===== config.mk =====
export PLATFORM = sky130hd
export DESIGN_NAME = id_ex_operand_stage
export DESIGN_NICKNAME = d
export VERILOG_FILES = /design/src/rtl/id_ex_operand_stage.sv
export SDC_FILE = /design/constraint.sdc
export NUM_CORES = 1
export LEC_CHECK = 0
export ABC_AREA = 1
export BUFFER_PORTS_ARGS = -buffer_cell sky130_fd_sc_hd__buf_2
export CAP_MARGIN = 20
export CORE_AREA = 2 2 299 301
export DETAILED_ROUTE_END_ITERATION = 8
export DIE_AREA = 0 0 301 303
export PLACE_DENSITY = 0.41
export SETUP_SLACK_MARGIN = 0.1
export SYNTH_ARGS = -nofsm -noshare
export SYNTH_HDL_FRONTEND = slang
export SYNTH_SLANG_ARGS = --single-unit

===== constraint.sdc =====
create_clock -name clk -period 1.7 [get_ports clk]
set_input_delay 0.085 -clock clk [delete_from_list [all_inputs] [get_ports clk]]
set_output_delay 0.085 -clock clk [all_outputs]
set_load 0.01 [all_outputs]

===== src/rtl/id_ex_operand_stage.sv =====
// ID/EX pipeline register with operand forwarding and load-use detection.
// Captures decoded operands/control from ID, resolves EX/MEM and MEM/WB
// data hazards for the ALU inputs, and inserts a bubble on load-use hazards.
//
// Ports:
//   clk, reset                         rising-edge clock, sync active-high reset
//   id_*                               decoded operands, indices and control from ID
//   stall, flush                       hold / bubble requests from the pipeline control
//   ex_mem_*, mem_wb_*                 forwarding sources from later stages
//   alu_a, alu_b, alu_op               ALU operands and operation
//   store_data                         forwarded rs2 for stores
//   ex_pc, ex_imm, ex_rd, ex_*         registered pass-through fields and control
//   hazard_stall                       load-use hazard, freezes PC and IF/ID
module id_ex_operand_stage #(
    parameter int unsigned XLEN  = 64,
    parameter int unsigned RADDR = 5
) (
    input  logic             clk,
    input  logic             reset,
    input  logic [XLEN-1:0]  id_rs1_data,
    input  logic [XLEN-1:0]  id_rs2_data,
    input  logic [XLEN-1:0]  id_imm,
    input  logic [XLEN-1:0]  id_pc,
    input  logic [RADDR-1:0] id_rs1,
    input  logic [RADDR-1:0] id_rs2,
    input  logic [RADDR-1:0] id_rd,
    input  logic [3:0]       id_alu_op,
    input  logic             id_alu_src,
    input  logic             id_reg_write,
    input  logic             id_mem_read,
    input  logic             id_mem_write,
    input  logic             id_mem_to_reg,
    input  logic             id_branch,
    input  logic             stall,
    input  logic             flush,
    input  logic [RADDR-1:0] ex_mem_rd,
    input  logic             ex_mem_reg_write,
    input  logic [XLEN-1:0]  ex_mem_result,
    input  logic [RADDR-1:0] mem_wb_rd,
    input  logic             mem_wb_reg_write,
    input  logic [XLEN-1:0]  mem_wb_result,
    output logic [XLEN-1:0]  alu_a,
    output logic [XLEN-1:0]  alu_b,
    output logic [3:0]       alu_op,
    output logic [XLEN-1:0]  store_data,
    output logic [XLEN-1:0]  ex_pc,
    output logic [XLEN-1:0]  ex_imm,
    output logic [RADDR-1:0] ex_rd,
    output logic             ex_reg_write,
    output logic             ex_mem_read,
    output logic             ex_mem_write,
    output logic             ex_mem_to_reg,
    output logic             ex_branch,
    output logic             hazard_stall
);

    typedef struct packed {
        logic [XLEN-1:0]  rs1_data;
        logic [XLEN-1:0]  rs2_data;
        logic [XLEN-1:0]  imm;
        logic [XLEN-1:0]  pc;
        logic [RADDR-1:0] rs1;
        logic [RADDR-1:0] rs2;
        logic [RADDR-1:0] rd;
        logic [3:0]       alu_op;
        logic             alu_src;
        logic             reg_write;
        logic             mem_read;
        logic             mem_write;
        logic             mem_to_reg;
        logic             branch;
    } stage_t;

    stage_t stage_q, stage_d;
    logic   load_use_c;
    logic [XLEN-1:0] fwd_a, fwd_b;

    // Load in EX whose destination is read by the instruction now in ID.
    always_comb begin
        load_use_c = stage_q.mem_read && (stage_q.rd != '0) &&
                     ((stage_q.rd == id_rs1) || (stage_q.rd == id_rs2));
    end

    // Next-state: flush and load-use both load an all-zero bubble; stall holds.
    always_comb begin
        stage_d = stage_q;
        if (flush || load_use_c) begin
            stage_d = '0;
        end else if (!stall) begin
            stage_d.rs1_data   = id_rs1_data;
            stage_d.rs2_data   = id_rs2_data;
            stage_d.imm        = id_imm;
            stage_d.pc         = id_pc;
            stage_d.rs1        = id_rs1;
            stage_d.rs2        = id_rs2;
            stage_d.rd         = id_rd;
            stage_d.alu_op     = id_alu_op;
            stage_d.alu_src    = id_alu_src;
            stage_d.reg_write  = id_reg_write;
            stage_d.mem_read   = id_mem_read;
            stage_d.mem_write  = id_mem_write;
            stage_d.mem_to_reg = id_mem_to_reg;
            stage_d.branch     = id_branch;
        end
    end

    // Stage register; reset wins over everything, including stall.
    always_ff @(posedge clk) begin
        if (reset) begin
            stage_q <= '0;
        end else begin
            stage_q <= stage_d;
        end
    end

    // Forwarding select: youngest producer (EX/MEM) first, x0 never forwarded.
    function automatic logic [XLEN-1:0] forward(
        input logic [RADDR-1:0] idx,
        input logic [XLEN-1:0]  reg_data,
        input logic             em_we,
        input logic [RADDR-1:0] em_rd,
        input logic [XLEN-1:0]  em_res,
        input logic             mw_we,
        input logic [RADDR-1:0] mw_rd,
        input logic [XLEN-1:0]  mw_res
    );
        logic [XLEN-1:0] val;
        val = reg_data;
        if (em_we && (em_rd != '0) && (em_rd == idx)) begin
            val = em_res;
        end else if (mw_we && (mw_rd != '0) && (mw_rd == idx)) begin
            val = mw_res;
        end
        return val;
    endfunction

    always_comb begin
        fwd_a = forward(stage_q.rs1, stage_q.rs1_data,
                        ex_mem_reg_write, ex_mem_rd, ex_mem_result,
                        mem_wb_reg_write, mem_wb_rd, mem_wb_result);
        fwd_b = forward(stage_q.rs2, stage_q.rs2_data,
                        ex_mem_reg_write, ex_mem_rd, ex_mem_result,
                        mem_wb_reg_write, mem_wb_rd, mem_wb_result);
    end

    // Store data is always the forwarded rs2, independent of the b-operand select.
    assign alu_a         = fwd_a;
    assign alu_b         = stage_q.alu_src ? stage_q.imm : fwd_b;
    assign store_data    = fwd_b;
    assign alu_op        = stage_q.alu_op;
    assign ex_pc         = stage_q.pc;
    assign ex_imm        = stage_q.imm;
    assign ex_rd         = stage_q.rd;
    assign ex_reg_write  = stage_q.reg_write;
    assign ex_mem_read   = stage_q.mem_read;
    assign ex_mem_write  = stage_q.mem_write;
    assign ex_mem_to_reg = stage_q.mem_to_reg;
    assign ex_branch     = stage_q.branch;
    assign hazard_stall  = load_use_c;

endmodule


==> flow_metrics.tcl <==
set metrics [dict create \
    layout_commonest_cell "buf_2" \
    avgSynthCellArea_sq_um 7.71 \
    status "finished with violations" \
    rows 109 \
    grt_pass1_wl_um 120000 \
    grt_use_total_pct 17.9 \
    timing.final.hold_violations 0 \
    crit_path_max_fanout 5 \
    ys.flop_type "dfxtp_1" \
    ys_seq_area_share_pct 34.6 \
    drv_slew 0 \
    synth_top_cell_area_share_pct 34.6 \
    start_util_pct 18.5 \
    die_w_um 301 \
    path_cells "inv_2 > nand2_1 > nand2_1 > nand3_2 > nor2_4 > buf_12 > nand2_8 > buf_12 > clkbuf_16 > nand2_4 > nand3_4 > and2_4 > buf_6" \
    route.detailed.drc 0 \
    clk_latency_ns 0.57 \
    slew_headroom_pct 69.6 \
    pwr-share-comb_pct 22.8 \
    rsz0062_at_grt "yes" \
    layout_min_cycle_time_ns 2.45 \
    cts_inserted_buffers 39 \
    slowest_stage "dfxtp_4" \
    grt_max_degree 56 \
    setup.worst_path.start "stage_q[18]" \
    power_frac_clock_pct 41.9 \
    area_growth_pct 83.0 \
    grt_pass1_vias 18400 \
    cts.sinks 281 \
    fin_util_pct 33.8 \
    async_reset_ff_share_pct 0 \
    dp_hpwl_um 64100 \
    power.switching_mw 5.74 \
    synth.ff_latch_count 281 \
    place_area_sq_um 21300 \
    synthCells 2108 \
    stdcell_count 4294 \
    p_seq_share_pct 35.3 \
    synth_edf_count 0 \
    post-place-ws_ns -0.351 \
    die_h_um 303 \
    vias 18000 \
    syn_nets 2533 \
    antenna_found_initial 19 \
    final.fill_count 9337 \
    fmax_mhz 408 \
    r2r-start "ex_rd[1]" \
    timing.final.crit_share_pct 144 \
    gp_congestion 0.825 \
    cts_max_level 2 \
    layout_common_cells "buf_2 (660), dlygate4sd3_1 (284), mux2i_1 (280)" \
    p_leak_nw 14.5 \
    regMostFlops "stage_q" \
    pin_count 760 \
    cpPeakStageDelay_ns 0.37 \
    vdd_drop_max_uv 675 \
    yosys-top-cells-area "dfxtp_1 (35%), mux2i_1 (17%), nand2_1 (9.3%), nand3_1 (7.9%), buf_4 (6.6%)" \
    start_kind "register" \
    drt_wl_total_um 88900 \
    hold_ws_ns 0.0743 \
    drive_gt1_share_pct 47.1 \
    postRouteAntennaNets 0 \
    fin_ws_ns -0.754 \
    viasPerCell 4.19 \
    violations "setup timing" \
    cp.arrival_ns 2.37 \
    wl_per_cell_um 20.7 \
    port_buffers 759 \
    ys_warn_count 0 \
    final_nets 3518 \
    path_clk_slew_ns 0.06 \
    multi_input_area_sq_um 10900 \
    synthesis.area_sq_um 16200 \
    internal_power_mw 14.0 \
    root_buffer "clkbuf_16" \
    grt.overflow.total 0 \
    switching_share_pct 29.1 \
    min_path_type "input pin to register" \
    report.power.total_mw 19.8 \
    crit_type "register to output pin" \
    die-area_sq_um 91200 \
    stdcell_area_sq_um 29700 \
    min_from "stall" \
    drt_iter0_drc 992 \
    dp_cells 3874 \
    largest_reg_flops 139 \
    fin_worst_skew_ns 0.0152 \
    finalSetupViolations 216 \
    clock_path_buffers 3 \
    synth_cell_types 23 \
    power_density_nw_per_um2 664 \
    seqCellArea_sq_um 5650 \
    crit_required_ns 1.62 \
    crit_path_end_kind "output pin" \
    maxCapViolations 0 \
    setup_tns_ns -132.00 \
    tightest_slew_ns 0.457 \
    dr.pass1.iters 5 \
    yosys.area.top_type "dfxtp_1" \
    cts_tree "yes" \
    core_sq_um 88000 \
]
[cell usage after synthesis (38+ instances only)]
library cell    n
clkbuf_1       38
inv_1          72
nor2_2         49
nand3_1       258
nor2_1        248
nand3b_1      129
nand2_1       403
dfxtp_1       281
buf_4         142
and2_1         64
buf_2          78
mux2i_1       280
[power by group through the flow]
stage | Combinational [mW] | Sequential [mW] | Clock (mW)
finish | 4.51 | 6.97 | 8.27
global route | 4.84 | 6.99 | 8.79
CTS | 4.09 | 6.95 | 8.52
detailed placement | 3.24 | 7.09 | 0
global placement | 3.25 | 7.09 | 0
floorplan | 1.71 | 7.05 | 0
[final cells by class]
cell class              count  share of cell area, %
flip-flops and latches    281                   19.0
repair buffers           1230                   34.0
clock buffers              55                   3.75
clock inverters            13                  0.446
well taps                1165                   4.90
diodes                      9                 0.0758
inverters                  74                   1.03
multi-input cells        1467                   36.8
[cells by family after synthesis]
| kind of cell | Yosys count | share of synthesized area (%) |
|---|---|---|
| AND/OR/NAND/NOR | 1158 | 33.6 |
| buffers and inverters | 360 | 13.0 |
| flip-flops | 281 | 34.6 |
| multiplexers | 280 | 17.3 |
| XOR/XNOR | 27 | 1.46 |
| AO/OA/AOI/OAI | 2 | 0.0847 |
[timing repair]
item | in CTS | in global routing
endpoints found under the hold margin | 281 | 0
buffers inserted | 23 | 7
cloned | 13 | 16
resized for setup | 257 | 489
endpoints found under the setup margin | 460 | 474
hold buffers | 284 | 0
pin swaps | 44 | 96
[per-layer routing]
layer	wire (um)	vias to the layer above	track usage, %
li1	-	8735	-
met1	37800	8455	21.9
met2	42800	657	30.7
met3	5790	127	4.50
met4	2370	14	5.88
met5	87	-	0
[critical path: cells and delay by family (launching register included)]
family,cells,cell delay (ns)
AND/OR/NAND/NOR,8,0.77
buffers and inverters,5,0.65
flip-flops,1,0.37
[path summary, 6_finish.rpt]
kind	end	slack (ns)	cells after the start
setup reg to reg	stage_q[272]	-0.02	9
setup / recovery	store_data[43]	-0.75	13
hold reg to reg	ex_pc[0]	0.50	2
hold / removal	stage_q[268]	0.07	4
Note: power is estimated with default switching activity, not from simulation.
